## src/rtl/idli_ctrl_seq_m.sv

```systemverilog
// Sequencing controller for the nibble-serial idli core: slice counter, SQI fetch
// preamble (redirect/cmd/addr/dummy), stall and mid-run refetch handling.
module idli_ctrl_seq_m #(
    parameter int CTR_W       = 2,
    parameter int CMD_WORDS   = 1,
    parameter int ADDR_WORDS  = 1,
    parameter int DUMMY_WORDS = 1
) (
    input  logic             i_ctrl_gck,
    input  logic             i_ctrl_rst_n,
    input  logic             i_ctrl_stall,
    input  logic             i_ctrl_redirect,
    output logic [CTR_W-1:0] o_ctrl_ctr,
    output logic             o_ctrl_ctr_first_cycle,
    output logic             o_ctrl_ctr_last_cycle,
    output logic             o_ctrl_sqi_redirect,
    output logic [2:0]       o_ctrl_phase,
    output logic             o_ctrl_dcd_enc_vld,
    output logic             o_ctrl_redirect_pend
);

    if (CTR_W < 1 || CTR_W > 4 || CMD_WORDS < 1 || CMD_WORDS > 7 ||
        ADDR_WORDS < 1 || ADDR_WORDS > 7 || DUMMY_WORDS < 0 || DUMMY_WORDS > 7) begin : g_param_err
        $error("idli_ctrl_seq_m: illegal parameter set");
    end

    // Encodings double as the externally visible phase number.
    typedef enum logic [2:0] {
        ST_REDIRECT = 3'd0,
        ST_CMD      = 3'd1,
        ST_ADDR     = 3'd2,
        ST_DUMMY    = 3'd3,
        ST_RUN      = 3'd4
    } state_t;

    localparam logic [2:0] CMD_LAST   = 3'(CMD_WORDS - 1);
    localparam logic [2:0] ADDR_LAST  = 3'(ADDR_WORDS - 1);
    localparam logic [2:0] DUMMY_LAST = 3'(DUMMY_WORDS - 1);

    logic [CTR_W-1:0] ctr_q, ctr_d;
    state_t           state_q, state_d;
    logic [2:0]       word_q, word_d;
    logic             pend_q, pend_d;
    logic             last;
    logic             adv;
    logic             take_redirect;

    assign last          = &ctr_q;
    assign adv           = last & ~i_ctrl_stall;
    assign take_redirect = pend_q | i_ctrl_redirect;

    always_ff @(posedge i_ctrl_gck or negedge i_ctrl_rst_n) begin
        if (!i_ctrl_rst_n) begin
            ctr_q   <= '0;
            state_q <= ST_REDIRECT;
            word_q  <= 3'd0;
            pend_q  <= 1'b0;
        end else begin
            ctr_q   <= ctr_d;
            state_q <= state_d;
            word_q  <= word_d;
            pend_q  <= pend_d;
        end
    end

    always_comb begin
        ctr_d   = i_ctrl_stall ? ctr_q : ctr_q + CTR_W'(1);
        state_d = state_q;
        word_d  = word_q;
        pend_d  = pend_q;
        if (adv) begin
            // The word boundary itself honours any request, so the flag always clears here.
            pend_d = 1'b0;
            if (take_redirect) begin
                state_d = ST_REDIRECT;
            end else begin
                unique case (state_q)
                    ST_REDIRECT: state_d = ST_CMD;
                    ST_CMD:      if (word_q == CMD_LAST) state_d = ST_ADDR;
                    ST_ADDR:     if (word_q == ADDR_LAST)
                                     state_d = (DUMMY_WORDS == 0) ? ST_RUN : ST_DUMMY;
                    ST_DUMMY:    if (word_q == DUMMY_LAST) state_d = ST_RUN;
                    ST_RUN:      state_d = ST_RUN;
                    default:     state_d = ST_REDIRECT;
                endcase
            end
            word_d = (take_redirect || state_d != state_q) ? 3'd0 : word_q + 3'd1;
        end else if (i_ctrl_redirect) begin
            pend_d = 1'b1;
        end
    end

    assign o_ctrl_ctr             = ctr_q;
    assign o_ctrl_ctr_first_cycle = (ctr_q == '0);
    assign o_ctrl_ctr_last_cycle  = last;
    assign o_ctrl_sqi_redirect    = (state_q == ST_REDIRECT);
    assign o_ctrl_phase           = state_q;
    assign o_ctrl_dcd_enc_vld     = (state_q == ST_RUN);
    assign o_ctrl_redirect_pend   = pend_q;

endmodule

```

## config.mk

```make
export PLATFORM = sky130hd
export DESIGN_NAME = idli_ctrl_seq_m
export DESIGN_NICKNAME = d
export VERILOG_FILES = /design/src/rtl/idli_ctrl_seq_m.sv
export SDC_FILE = /design/constraint.sdc
export NUM_CORES = 1
export LEC_CHECK = 0
export CORE_AREA = 5 5 42 44
export CTS_BUF_LIST = sky130_fd_sc_hd__clkbuf_8
export DETAILED_ROUTE_END_ITERATION = 8
export DIE_AREA = 0 0 47 49
export GPL_ROUTABILITY_DRIVEN = 1
export PLACE_DENSITY_LB_ADDON = 0.08
export SETUP_SLACK_MARGIN = 0.02
export SYNTH_ARGS = -nofsm -noshare
export SYNTH_HDL_FRONTEND = slang
export SYNTH_SLANG_ARGS = --single-unit
export TNS_END_PERCENT = 5
```

## constraint.sdc

```tcl
create_clock -name i_ctrl_gck -period 3.2 [get_ports i_ctrl_gck]
set_input_delay 0.64 -clock i_ctrl_gck [delete_from_list [all_inputs] [get_ports i_ctrl_gck]]
set_output_delay 0.64 -clock i_ctrl_gck [all_outputs]
set_load 0.02 [all_outputs]
```

Word-level counts from Yosys, hierarchy flattened
Cells that the tools add are included.
- register bits: 9
- input bits: 4
- output and inout bits: 10
- word-level logic and storage cells: 29
- add/subtract/negate cells: 2
- equality and inequality tests: 5
- mux-type cells: 9
- bitwise gates (word level): 3
- reductions and logical operators: 6
- operator list (operator ; count):
    $mux W3 ; 6
    $pmux W3 S5 ; 1
    $eq A3 B2 Y1 const B ; 2
    $logic_not A3 Y1 ; 2
    $add A3 B1 Y3 const B ; 1
    $eq A3 B1 Y1 const B ; 1
    $eq A3 B3 Y1 const B ; 1
    $ne A3 B3 Y1 ; 1
    $add A2 B1 Y2 const B ; 1
    $logic_not A2 Y1 ; 1
    $mux W1 ; 2
    $reduce_and A2 Y1 ; 1
    $reduce_bool A2 Y1 ; 1
    $and A1 B1 Y1 ; 1
    $logic_or A1 B1 Y1 ; 1
    $not A1 Y1 ; 1
    $or A1 B1 Y1 ; 1

Longest topological paths before layout
Gate-level depths: netlist of run 1.
- word-level depth: 8
- depth in mapped cells: 6
- mapped depth without buffers: 6

Worst setup path before layout of run 1
Ideal clock, no wire load.
- kind: register to output
- from: register state_q[1], in the netlist o_ctrl_phase[1]
- to: output o_ctrl_sqi_redirect
- arrival time: 1.012 ns
- data required time: 2.560 ns
- slack: 1.548 ns
- stages on the path, launching flop included: 2
- path buffers: 0
- path through: dfrtp_1 nor3_1
- cells in the longest elaborated chain, start to end: 1
- ends and longest elaborated chain (what ; RTL line ; source):
    start: declaration ; 41 ; state_t state_q, state_d;
    start signal: assignment ; 60 ; state_q <= state_d;
    $logic_not A3 Y1 ; 96 ; assign o_ctrl_sqi_redirect = (state_q == ST_REDIRECT);
    end: declaration ; 16 ; output logic o_ctrl_sqi_redirect,
No other way between the ends.

Worst setup path after layout of run 1
- from: register state_q[1], in the netlist o_ctrl_phase[1]
- to: output o_ctrl_dcd_enc_vld
- cells in the longest elaborated chain, start to end: 1
- ends and longest elaborated chain (what ; RTL line ; source):
    $eq A3 B3 Y1 ; 98 ; assign o_ctrl_dcd_enc_vld = (state_q == ST_RUN);
    end: declaration ; 18 ; output logic o_ctrl_dcd_enc_vld,
No other way between the ends.

==> results of run 1 <==
-- flip-flops by register name (all words and copies together) (netlist names) --
signal,cells
o_ctrl_phase,3
o_ctrl_redirect_pend,1
o_ctrl_ctr,2
word_q,3
-- per-layer routing --
layer,GRT usage,up-vias
li1,-,213
met1,0.139,187
met2,0.163,9
met3,0.0369,0
met4,0.0138,0
met5,0,-
-- Yosys cell counts --
cell,number,area [um2]
a211oi_2,1,12.5
a2bb2oi_1,1,8.76
and3_1,1,6.26
and3b_1,1,8.76
and4b_1,1,10.0
dfrtp_1,9,225
ha_1,4,50.1
inv_1,6,22.5
mux2_2,1,11.3
nand2_1,3,11.3
nand2_2,1,6.26
nand2b_1,1,6.26
nand3b_1,2,15.0
nor2_1,2,7.51
nor2_2,1,6.26
nor2b_1,1,6.26
nor2b_4,1,13.8
nor3_1,1,5.00
nor4_1,1,6.26
o211ai_1,1,7.51
o21ai_0,5,25.0
o21ai_1,2,10.0
o22ai_1,1,6.26
o31ai_1,1,7.51
or3_1,1,6.26
xnor2_1,1,8.76
-- cell type report --
type	count	area (um2)
clock inverter	1	3.75
multi-input combinational	36	263
timing repair buffer	13	130
tap	16	20.0
fill	135	696
sequential	9	225
inverter	6	22.5
clock buffer	3	41.3
-- cells by family (layout without fill, tap and decap cells) --
kind of cell | Yosys count | in the layout | synth area share
AOI/OAI and AO/OA | 12 | 12 | 0.152
DFF | 9 | 9 | 0.441
buffers and inverters | 6 | 23 | 0.0441
muxes | 1 | 1 | 0.0221
adders and majority gates | 4 | 4 | 0.0980
xor gates and xnor gates | 1 | 1 | 0.0172
and+or+nand+nor | 18 | 18 | 0.226
-- worst min path at each step --
stage / start / to / slack (ps) / cells after the start
2_1_floorplan: i_ctrl_rst_n / o_ctrl_ctr[0] / 340 / 0
3_3_place_gp: word_q[0] / word_q[0] / 530 / 1
3_5_place_dp: word_q[0] / word_q[0] / 530 / 1
4_1_cts: word_q[0] / word_q[0] / 540 / 1
5_1_grt: word_q[0] / word_q[0] / 570 / 1
6_report: word_q[0] / word_q[0] / 530 / 1
-- per-stage QoR --
step / std cells / cell area [um2] / power, mW
after global routing: 84 / 706 / 0.652
after CTS: 84 / 706 / 0.613
after global placement: 80 / 661 / 0.485
final: 84 / 706 / 0.606
after detailed placement: 80 / 661 / 0.484
after floorplan: 51 / 510 / 0.352
-- worst register-to-register path, stage by stage, from the launching register on --
cell,delay (ps)
dfrtp_1,410
ha_1,220
nor2b_4,220
nand2_2,70
or3_1,330
o21ai_1,150
-- power by group --
group / leakage, nW / internal (mW) / switching, mW / total (mW)
sequential: 0.115 / 0.147 / 0.0393 / 0.187
combinational: 0.161 / 0.142 / 0.150 / 0.292
clock: 0.0269 / 0.0835 / 0.0440 / 0.127
total: 0.302 / 0.373 / 0.233 / 0.606
==> impl_metrics.py, run 1 <==
metrics = {
    "routing": {
        "wire_per_inst_um": 12.5,
        "routed_wl_um": 1050,
        "vias": 409,
        "detail-route-antenna-nets": 0,
        "route.met3.wl_um": 53,
        "drt_first_pass_iters": 2,
        "routed_via_density": 4.87,
        "drcViolationCount": 0,
        "wl_met2_um": 505,
        "wl_met1_um": 490,
        "top_layer": "met3",
        "initialDrtViolationCount": 4,
    },
    "cells_and_area": {
        "mostFrequentLayoutCells": "13 x clkdlybuf4s50_1, 9 x dfrtp_1, 7 x inv_1, 5 x o21ai_0, 4 x ha_1",
        "area_growth_pct": 38.2,
        "nNetsFinal": 77,
        "diodes": 0,
        "layout-drive-gt1-share": 0.118,
        "fin_util": 0.504,
        "final_common_cell": "clkdlybuf4s50_1",
    },
    "yosys": {
        "synth_cell_type_count": 26,
        "yosysWarnings": 0,
        "ys_ff_latch": 9,
        "netlist_area_um2": 510,
        "synthCells": 51,
        "syn_avg_cell_area_um2": 10.0,
        "ys_seq_area_frac": 0.441,
        "syn_nets": 59,
    },
    "worst_setup_path": {
        "start_kind": "flop",
        "crit_buf_inv": 2,
        "crit_required_ps": 2560,
        "r2r_slack_ps": 1740,
        "critical_path.startpoint": "o_ctrl_phase[1]",
        "cp-end-kind": "output pin",
        "cp.depth": 3,
        "path_delay_family": "buffers and inverters",
        "arrival_ps": 1650,
        "crit_type": "reg -> out",
        "worstReg2RegEnd": "o_ctrl_phase[1]",
        "rr_worst_depth": 5,
        "slowest_delay_ps": 620,
        "endpoint": "o_ctrl_dcd_enc_vld",
        "slowest_stage": "clkdlybuf4s50_1",
        "reg2reg_from": "o_ctrl_ctr[0]",
        "worstPathCellList": "inv_1 > and3_1 > clkdlybuf4s50_1",
        "path_max_fanout": 6,
    },
    "cts": {
        "cts_root_buf": "clkbuf_8",
        "tritoncts": "yes",
        "numCtsBuffers": 3,
        "worstSkewPairLatency_ps": 230,
        "htreeDepth": 1,
        "cts.sinks": 9,
        "post_cts_buffers": 0,
        "cts_resized": 0,
        "clk_pin_slew_ps": 50,
        "cts_buffer_depth": 2,
        "hold_buffers": 0,
    },
    "sta": {
        "setup_viol": 0,
        "tns_ps": 0,
        "slew_headroom": 0.720,
        "period_needed_ps": 2290,
        "finalCritPeriodShare": 0.716,
        "rsz0062_at_grt": "no",
        "tightest_slew_ps": 419,
        "hold_viol": 0,
        "fin_skew_ps": 3.49,
        "finalMaxSlewViolations": 0,
        "max_freq_mhz": 437,
        "holdWs_ps": 533,
        "setup_ws_ps": 910,
    },
    "power_and_ir_drop": {
        "irDropWorstVdd_v": 0.000426,
        "leakage_nw": 0.302,
        "power.density_nw_per_um2": 858,
    },
    "floorplan": {
        "num_rows": 14,
        "die_h_um": 49,
        "ioPinCount": 14,
        "initial_core_util": 0.364,
        "coreArea_um2": 1400,
        "die_x_um": 47,
        "die-area_um2": 2300,
    },
    "global_routing": {
        "grt_pass1_vias": 394,
        "overflow": 0,
        "track_usage": 0.104,
        "grt_pass1_wl_um": 1800,
        "grt_max_degree": 10,
        "antenna_found_initial": 0,
    },
    "place": {
        "pre_cts_ws_ps": 1150,
        "gp_congestion": 0.704,
        "dpl.hpwl_um": 829,
        "numPortBuffers": 13,
    },
    "run": {
        "max_cap_violations": 0,
    },
    "outcome": {
        "status": "complete, no violations",
    },
    "worst_hold_path": {
        "holdCritPathClass": "reg -> reg",
    },
}
No activity file was read; power rests on OpenSTA's default activity.
==> run 2: changes to the inputs <==
clock period = 2.2 ns   (was 3.2 ns; I/O delays follow)
==> results of run 2 <==
The final DEF is identical to that of run 1. Status: complete, no violations.
Among the figures that moved: setup slack after placement 1150 ps -> 353 ps; setup slack after layout 910 ps -> 110 ps; hold slack 533 ps -> 514 ps; register-to-register setup slack 1740 ps -> 740 ps; total power 0.606 mW -> 0.881 mW; worst IR drop on VDD 0.000426 V -> 0.000620 V
==> run 3: changes to the inputs <==
clock period = 2.3 ns   (was 2.2 ns; I/O delays follow)
==> results of run 3 <==
The final DEF is identical to that of run 1. Status: complete, no violations.
Among the figures that moved: setup slack after placement 1150 ps -> 433 ps; setup slack after layout 910 ps -> 190 ps; register-to-register setup slack 1740 ps -> 840 ps; total power 0.606 mW -> 0.843 mW; worst IR drop on VDD 0.000426 V -> 0.000593 V
